[src/rtl/inst_cache_if.sv]
// Fetch-side and memory-side signals of the instruction cache, bundled for one port.
// master = core + Instruction_memory side, slave = the cache.
interface inst_cache_if #(
  parameter int WIDTH = 32
);
  logic             rom_en;
  logic [WIDTH-1:0] rom_addr;
  logic [WIDTH-1:0] rom_data;
  logic             stall;
  logic             inv;
  logic             mem_en;
  logic [WIDTH-3:0] mem_addr;
  logic [WIDTH-1:0] mem_data;

  modport master (
    output rom_en, rom_addr, inv, mem_data,
    input  rom_data, stall, mem_en, mem_addr
  );

  modport slave (
    input  rom_en, rom_addr, inv, mem_data,
    output rom_data, stall, mem_en, mem_addr
  );
endinterface

[src/rtl/inst_cache.sv]
// Direct-mapped read-only instruction cache, 4-word lines, refill from a synchronous memory.
// Latency: hit 1 cycle (registered rom_data); miss holds stall for 5 cycles then returns the word.
// Backpressure: stall freezes the core; fetch inputs are ignored while a refill is in flight.
module inst_cache #(
  parameter int WIDTH      = 32,
  parameter int INDEX_BITS = 4
) (
  input logic         clk,
  input logic         rst,
  inst_cache_if.slave bus
);
  localparam int LINES    = 1 << INDEX_BITS;
  localparam int TAG_BITS = WIDTH - 4 - INDEX_BITS;

  typedef enum logic {IDLE, FILL} state_t;

  state_t                state_q, state_d;
  logic [2:0]            cnt_q;
  logic [WIDTH-3:0]      miss_addr_q;
  logic                  inv_pend_q;
  logic [LINES-1:0]      valid_q;
  logic [WIDTH-1:0]      rom_data_q;
  logic                  stall_q;
  logic [TAG_BITS-1:0]   tag_q  [LINES];
  logic [WIDTH-1:0]      data_q [LINES][4];

  logic [1:0]            req_off;
  logic [INDEX_BITS-1:0] req_idx;
  logic [TAG_BITS-1:0]   req_tag;
  logic [1:0]            miss_off;
  logic [INDEX_BITS-1:0] miss_idx;
  logic [TAG_BITS-1:0]   miss_tag;
  logic [1:0]            fill_word;
  logic                  hit;
  logic                  start_fill;
  logic                  finish;
  logic                  unused_addr_bits;

  assign req_off  = bus.rom_addr[3:2];
  assign req_idx  = bus.rom_addr[3+INDEX_BITS:4];
  assign req_tag  = bus.rom_addr[WIDTH-1:4+INDEX_BITS];
  assign miss_off = miss_addr_q[1:0];
  assign miss_idx = miss_addr_q[1+INDEX_BITS:2];
  assign miss_tag = miss_addr_q[WIDTH-3:2+INDEX_BITS];
  // Memory data lags its address by one cycle, so count n lands in word n-1.
  assign fill_word = cnt_q[1:0] - 2'd1;
  assign unused_addr_bits = ^bus.rom_addr[1:0];

  // An invalidate in the same cycle wins over the lookup.
  assign hit = bus.rom_en && valid_q[req_idx] && (tag_q[req_idx] == req_tag) && !bus.inv;

  assign bus.mem_en   = (state_q == FILL) && !cnt_q[2];
  assign bus.mem_addr = {miss_addr_q[WIDTH-3:2], cnt_q[1:0]};
  assign bus.rom_data = rom_data_q;
  assign bus.stall    = stall_q;

  always_comb begin
    state_d    = state_q;
    start_fill = 1'b0;
    finish     = 1'b0;
    case (state_q)
      IDLE: begin
        if (bus.rom_en && !hit) begin
          state_d    = FILL;
          start_fill = 1'b1;
        end
      end
      FILL: begin
        if (cnt_q == 3'd4) begin
          state_d = IDLE;
          finish  = 1'b1;
        end
      end
      default: state_d = IDLE;
    endcase
  end

  always_ff @(posedge clk or negedge rst) begin
    if (!rst) begin
      state_q     <= IDLE;
      cnt_q       <= 3'd0;
      miss_addr_q <= '0;
      inv_pend_q  <= 1'b0;
      valid_q     <= '0;
      rom_data_q  <= '0;
      stall_q     <= 1'b0;
    end else begin
      state_q <= state_d;
      if (state_q == IDLE) begin
        if (hit) begin
          rom_data_q <= data_q[req_idx][req_off];
        end else if (start_fill) begin
          miss_addr_q <= bus.rom_addr[WIDTH-1:2];
          cnt_q       <= 3'd0;
          stall_q     <= 1'b1;
        end
        if (bus.inv) begin
          valid_q <= '0;
        end
      end else begin
        cnt_q <= cnt_q + 3'd1;
        if (bus.inv) begin
          inv_pend_q <= 1'b1;
        end
        if (finish) begin
          // Word 3 is only just arriving, so bypass it from memory.
          rom_data_q <= (miss_off == 2'd3) ? bus.mem_data : data_q[miss_idx][miss_off];
          stall_q    <= 1'b0;
          cnt_q      <= 3'd0;
          inv_pend_q <= 1'b0;
          if (inv_pend_q || bus.inv) begin
            valid_q <= '0;
          end else begin
            valid_q[miss_idx] <= 1'b1;
          end
        end
      end
    end
  end

  always_ff @(posedge clk) begin
    if ((state_q == FILL) && (cnt_q != 3'd0)) begin
      data_q[miss_idx][fill_word] <= bus.mem_data;
    end
    if (finish) begin
      tag_q[miss_idx] <= miss_tag;
    end
  end
endmodule
[src/flat_wrapper.sv]
// flat-port wrapper written by rule: the top's interface ports become plain ports
module inst_cache_flat 
#(
  parameter int WIDTH      = 32,
  parameter int INDEX_BITS = 4
)
  (clk, rst, bus_rom_en, bus_rom_addr, bus_inv, bus_mem_data, bus_rom_data, bus_stall, bus_mem_en, bus_mem_addr);
  inst_cache_if #(.WIDTH(WIDTH)) bus_i ();
  input logic clk;
  input logic rst;
  input wire logic [$bits(bus_i.rom_en)-1:0] bus_rom_en;
  input wire logic [$bits(bus_i.rom_addr)-1:0] bus_rom_addr;
  input wire logic [$bits(bus_i.inv)-1:0] bus_inv;
  input wire logic [$bits(bus_i.mem_data)-1:0] bus_mem_data;
  output wire logic [$bits(bus_i.rom_data)-1:0] bus_rom_data;
  output wire logic [$bits(bus_i.stall)-1:0] bus_stall;
  output wire logic [$bits(bus_i.mem_en)-1:0] bus_mem_en;
  output wire logic [$bits(bus_i.mem_addr)-1:0] bus_mem_addr;
  assign bus_i.rom_en = bus_rom_en;
  assign bus_i.rom_addr = bus_rom_addr;
  assign bus_i.inv = bus_inv;
  assign bus_i.mem_data = bus_mem_data;
  assign bus_rom_data = bus_i.rom_data;
  assign bus_stall = bus_i.stall;
  assign bus_mem_en = bus_i.mem_en;
  assign bus_mem_addr = bus_i.mem_addr;
  inst_cache #(.WIDTH(WIDTH), .INDEX_BITS(INDEX_BITS)) u_core (.clk(clk), .rst(rst), .bus(bus_i));
endmodule
[config.mk]
export PLATFORM = sky130hd
export DESIGN_NAME = inst_cache_flat
export DESIGN_NICKNAME = d
export VERILOG_FILES = /design/src/rtl/inst_cache_if.sv /design/src/rtl/inst_cache.sv /design/src/flat_wrapper.sv
export SDC_FILE = /design/constraint.sdc
export NUM_CORES = 2
export LEC_CHECK = 0
export ABC_AREA = 1
export CAP_MARGIN = 30
export CELL_PAD_IN_SITES_DETAIL_PLACEMENT = 1
export CELL_PAD_IN_SITES_GLOBAL_PLACEMENT = 2
export CORE_MARGIN = 4
export CORE_UTILIZATION = 39
export DETAILED_ROUTE_END_ITERATION = 8
export PLACE_DENSITY_LB_ADDON = 0.2
export SLEW_MARGIN = 20
export SYNTH_ARGS = -nofsm -noshare
export SYNTH_HDL_FRONTEND = slang
export SYNTH_SLANG_ARGS = --single-unit
export TNS_END_PERCENT = 20
[constraint.sdc]
create_clock -name clk -period 3.4 [get_ports clk]
set_input_delay 0.51 -clock clk [delete_from_list [all_inputs] [get_ports clk]]
set_output_delay 0.51 -clock clk [all_outputs]
set_load 0.02 [all_outputs]
* Word-level counts from Yosys, hierarchy flattened *
Memories as Yosys holds them, arrays and structs flattened.
Index checks and enable logic that the tools add are counted.

operators by class
  add/subtract/negate cells = 2
  magnitude comparators = 7
  equal/unequal tests = 5
  mux-type cells = 40
  bitwise logic cells = 6
  reductions and logical operators = 23

operator list
  operator             number
  $mux 32              9
  $bmux 32 s2          2
  $mux 128             1
  $demux 32 s2         1
  $mux 16              4
  $eq 24x24->1         1
  $mux 1               16
  $or 16x16->16        1
  $mux 3               4
  $lt 4x5->1 const B   2
  $ge 3x3->1 const B   3
  $not 2->3            3
  $logic_and 1x1->1    8
  $reduce_and 2->1     4
  $reduce_bool 2->1    4
  $reduce_and 3->1     2
  $bmux 1 s4           1
  $demux 1 s4          1
  $ge 4x1->1 const B   1
  $add 3x1->3 const B  1
  $eq 3x3->1 const B   1
  $logic_not 1->1      3
  $lt 3x1->1 const B   1
  $reduce_bool 3->1    1
  other kinds (7)      8

storage, ports and cells
  flip-flop bits (word level) = 84
  bits in writable memories = 2432
  word-level logic and storage cells = 92
  memories kept = 2

memory list
  name           depth  bits a word  read ports  clocked after Yosys merged registers in  write ports  line              RTL
  u_core.data_q  16     128          2           0                                        1            inst_cache.sv:25  logic [WIDTH-1:0] data_q [LINES][4];
  u_core.tag_q   16     24           1           0                                        1            inst_cache.sv:24  logic [TAG_BITS-1:0] tag_q [LINES];

* Depth between registers and ports, before layout *
  depth after elaboration = 12
  depth in mapped cells = 21
  gate-level depth less buffers = 17

* Worst setup path before layout *
No wires, ideal clock.

  path type = register to register
  from = reg u_core.miss_addr_q[2]
  to = mem u_core.data_q[12][0] in the netlist's numbering, enable pin
  library setup time = 421 ps
  data arrival time = 3056 ps
  data required time = 2979 ps
  slack = -77 ps
  stages on the path, launching flop included = 9
  clock period less this slack = 3477 ps
  cell sequence = dfrtp_1 clkbuf_1 nor2_1 clkbuf_1 buf_1 inv_1 nor2_1 inv_1 nor2_1

RTL lines
  item                    line              RTL
  from (decl)             inst_cache.sv:19  logic [WIDTH-3:0] miss_addr_q;
  from (signal assigned)  inst_cache.sv:93  miss_addr_q <= bus.rom_addr[WIDTH-1:2];
  to (decl)               inst_cache.sv:25

No word-level cell before the write port.

* Worst setup path in the final report *
  from = reg u_core.miss_addr_q[3]
  to = reg u_core.rom_data_q[21], in the netlist u_core.bus.rom_data[21]

between the ends
  cells in the longest elaborated chain, start to end = 7

ends and longest elaborated chain
  item                                         line               RTL
  $mem_v2 16x128                               n/a
  $bmux 32 s2                                  inst_cache.sv:107  rom_data_q <= (miss_off == 2'd3) ? bus.mem_data : data_q[miss_idx][miss_off];
  $mux 32 (implied by the code) (2 in series)  inst_cache.sv:107
  $mux 32                                      inst_cache.sv:107
  $mux 32                                      inst_cache.sv:105  if (finish) begin
  $mux 32                                      inst_cache.sv:89   if (state_q == IDLE) begin
  to (signal assigned)                         inst_cache.sv:91   rom_data_q <= data_q[req_idx][req_off];
  to (signal assigned)                         inst_cache.sv:107
  to (decl)                                    inst_cache.sv:22   logic [WIDTH-1:0] rom_data_q;

Every way passes these cells. The select of a mux whose other input is x is not followed.
A chain may end at the register's enable or synchronous reset.

==> results.py <==
metrics = {
    "floorplan": {
        "ios": 132,
        "die_h_um": 543,
        "die_width_um": 543,
        "start_util_pct": 39.2,
        "core_sq_um": 285000,
        "dieArea_sq_um": 295000,
        "rows": 196,
    },
    "pwr": {
        "switching_share_pct": 35.6,
        "leakagePower_uw": 0.0450,
        "switchingPower_uw": 34200,
        "pwr-share-seq_pct": 39.3,
        "power_frac_clock_pct": 31.1,
        "total_power_uw": 96200,
        "pwr-share-comb_pct": 29.6,
        "p_int_uw": 62000,
        "power_density_nw_per_um2": 737,
        "ir_worst_vdd_mv": 0.572,
    },
    "cts": {
        "numClockSinks": 2516,
        "post_cts_buffers": 0,
        "cts_buffer_depth": 4,
        "htreeDepth": 5,
        "root_buffer": "clkbuf_16",
        "clk_latency_ns": 0.87,
        "cts_tree": "built",
        "numCtsBuffers": 287,
        "path_clk_slew_ns": 0.06,
    },
    "setup_path": {
        "crit_type": "reg2reg",
        "crit_path_end_kind": "flop",
        "worst-path-max-fanout": 30,
        "crit_required_ns": 4.16,
        "worstSetupStartpointType": "flop",
        "arrival_ns": 4.06,
    },
    "grt": {
        "grt_antenna_before_repair": 18,
        "grt_overflow_total": 0,
        "grt_max_degree": 91,
        "grt_use_total_pct": 30.8,
        "grt_pass1_wl_mm": 662,
        "grt_pass1_vias": 90800,
    },
    "timing": {
        "finalHoldViolations": 0,
        "worstMarginPinSlew_ns": 1.03,
        "fmax_ghz": 0.302,
        "clock_skew_ns": 0.0520,
        "whs_ns": 0.0795,
        "rsz0062_at_grt": "no",
        "min_period_ns": 3.31,
        "relSlewSlack_pct": 31.4,
        "drv_slew": 0,
        "fin_crit_sh_pct": 97.3,
        "setup_viol": 0,
    },
    "detailed_routing": {
        "drtPass1Iterations": 6,
        "drcViolationCount": 0,
        "vias": 89300,
        "drtIter0Drc": 10600,
        "ant_nets": 0,
        "viasPerCell": 6.23,
        "wl_mm": 467,
        "wl_per_cell_um": 32.6,
    },
    "logic_synthesis": {
        "yosysTopAreaCellShare_pct": 65.4,
        "syn_inst": 10200,
        "ys_top_cells_by_count": "edfxtp_1, nand2_1, nor2_1",
        "synth_warnings": 0,
        "mappedNetlistNets": 10200,
        "yosysMostFrequentCell": "edfxtp_1",
        "synth_area_sq_um": 112000,
        "synth_edf_count": 2432,
        "synth_cell_types": 35,
        "ys_ff_latch": 2516,
        "synth_ff_type": "edfxtp_1",
        "ys_top_cells_by_area": "edfxtp_1, nand2_1, o21ai_0",
        "synthArstFlopShare_pct": 3.34,
        "yosysSeqAreaShare_pct": 67.3,
        "avgSynthCellArea_sq_um": 11.0,
        "synth.largest_area_cell": "edfxtp_1",
    },
    "place": {
        "finalWeightedCongestion": 0.855,
        "dp_hpwl_mm": 277,
        "portBuffers": 129,
        "placedCellCount": 13800,
    },
    "layout": {
        "finalNonFillerCells": 14300,
        "fin_nets": 10400,
        "drive_above_1_share_pct": 10.7,
        "area_delta_synth_final_pct": 17.0,
    },
    "run": {
        "maxCapViolations": 0,
    },
    "run_status": {
        "status": "finished, final reports clean",
    },
    "min_path": {
        "min_path_type": "in2reg",
    },
}
metal layers:
layer | global-route usage (%) | share of wire (%)
met4 | 11.0 | 3.8
met1 | 42.1 | 41
met5 | 0 | 0.0088
met3 | 5.28 | 8.4
met2 | 49.7 | 46
sequential cells by signal (all words and copies together), names as in the netlist:
register / count
u_core.bus.rom_data: 32
u_core.bus.stall: 1
u_core.cnt_q: 3
u_core.data_q: 2048
u_core.inv_pend_q: 1
u_core.miss_addr_q: 30
u_core.state_q: 1
u_core.tag_q: 384
u_core.valid_q: 16
metrics by stage:
stage,utilization [%],TNS (ns),worst slack (ns),area (sq um)
2_1_floorplan,-,-39.08,-0.0769,112000
4_1_cts,45.8,0,0.0319,131000
3_5_place_dp,42.7,0,0.0607,122000
6_report,45.8,0,0.0926,131000
3_3_place_gp,42.7,0,0.0808,122000
5_1_grt,45.8,0,0.00497,131000
critical path, stage by stage, from the launching register on:
cell	delay, ns
dfrtp_1	0.48
nand2_1	0.28
bufinv_16	0.31
buf_12	0.24
buf_12	0.19
buf_4	0.19
a22oi_1	0.19
a21oi_1	0.11
nor3_1	0.25
nand2_1	0.10
nand3_1	0.10
nand2_1	0.05
nand2_1	0.07
clkinv_1	0.28
nand3_1	0.22
nand2_1	0.07
layout by cell type (no fill, tap or decap), drive strengths merged, types with 4 or more instances in the layout:
cell           Yosys  layout
clkdlybuf4s50      0      89
o211ai            36      36
nand3b             7       7
a21oi            205     205
nand2           1916    1916
nor2            1253    1253
ha                 5       5
inv              152     166
nand4             56      56
a221oi            12      12
clkbuf           441     380
a22oi            716     716
clkinv            17     105
nand3            748     748
buf              381     637
diode              0       4
bufinv             0      17
or2               19      19
o221ai            65      65
nor3              52      52
edfxtp          2432    2432
dfrtp             84      84
o21ai           1124    1124
a31oi              8       8
o22ai            422     422
power groups by stage:
| stage | logic, uW | registers [uW] | clock network, uW |
|---|---|---|---|
| final | 28500 | 37800 | 29900 |
| after floorplan | 13100 | 38100 | 0 |
| after global placement | 27600 | 38300 | 0 |
| after global routing | 29900 | 37900 | 31700 |
| after CTS | 28000 | 37700 | 30400 |
| after detailed placement | 27900 | 38400 | 0 |
area by class of cell:
cell class	instances	area (sq um)
Fill cell	30000	154000
Clock inverter	121	1070
Timing Repair Buffer	727	8340
Multi-Input combinational cell	6648	32900
Clock buffer	380	7730
Tap cell	3762	4710
Sequential cell	2516	75100
Antenna cell	4	10.0
Inverter	169	709
cells by family after synthesis:
group | share of synthesized area [%]
AO/OA/AOI/OAI | 14.1
XOR/XNOR | 0.00785
adder cells (fa/ha/maj) | 0.0561
buffers and inverters | 3.81
flip-flops | 67.3
AND/OR/NAND/NOR | 14.7
final timing paths:
| check | startpoint | to | slack [ns] | cells past startpoint |
|---|---|---|---|---|
| worst max-delay path | u_core.miss_addr_q[3]$_DFFE_PN0P_ | u_core.bus.rom_data[21]$_DFFE_PN0P_ | 0.09 | 15 |
| worst min-delay path | bus_mem_data[28] | u_core.data_q[10][124]$_DFFE_PP_ | 0.08 | 1 |
| worst max register to register | u_core.miss_addr_q[3]$_DFFE_PN0P_ | u_core.bus.rom_data[21]$_DFFE_PN0P_ | 0.09 | 15 |
| worst min register to register | u_core.bus.rom_data[8]$_DFFE_PN0P_ | u_core.bus.rom_data[8]$_DFFE_PN0P_ | 0.48 | 2 |
| max in group asynchronous | rst | u_core.miss_addr_q[12]$_DFFE_PN0P_ | 2.36 | 3 |
| min in group asynchronous | rst | u_core.miss_addr_q[8]$_DFFE_PN0P_ | 0.24 | 2 |
what timing repair did:
| action | in CTS | in global routing |
|---|---|---|
| hold buffers | 1 | 0 |
| hold endpoints to repair | 46 | 0 |
| gates resized for setup | 0 | 4 |
| setup endpoints to repair | 0 | 4 |
(Power assumes the default switching activity.)
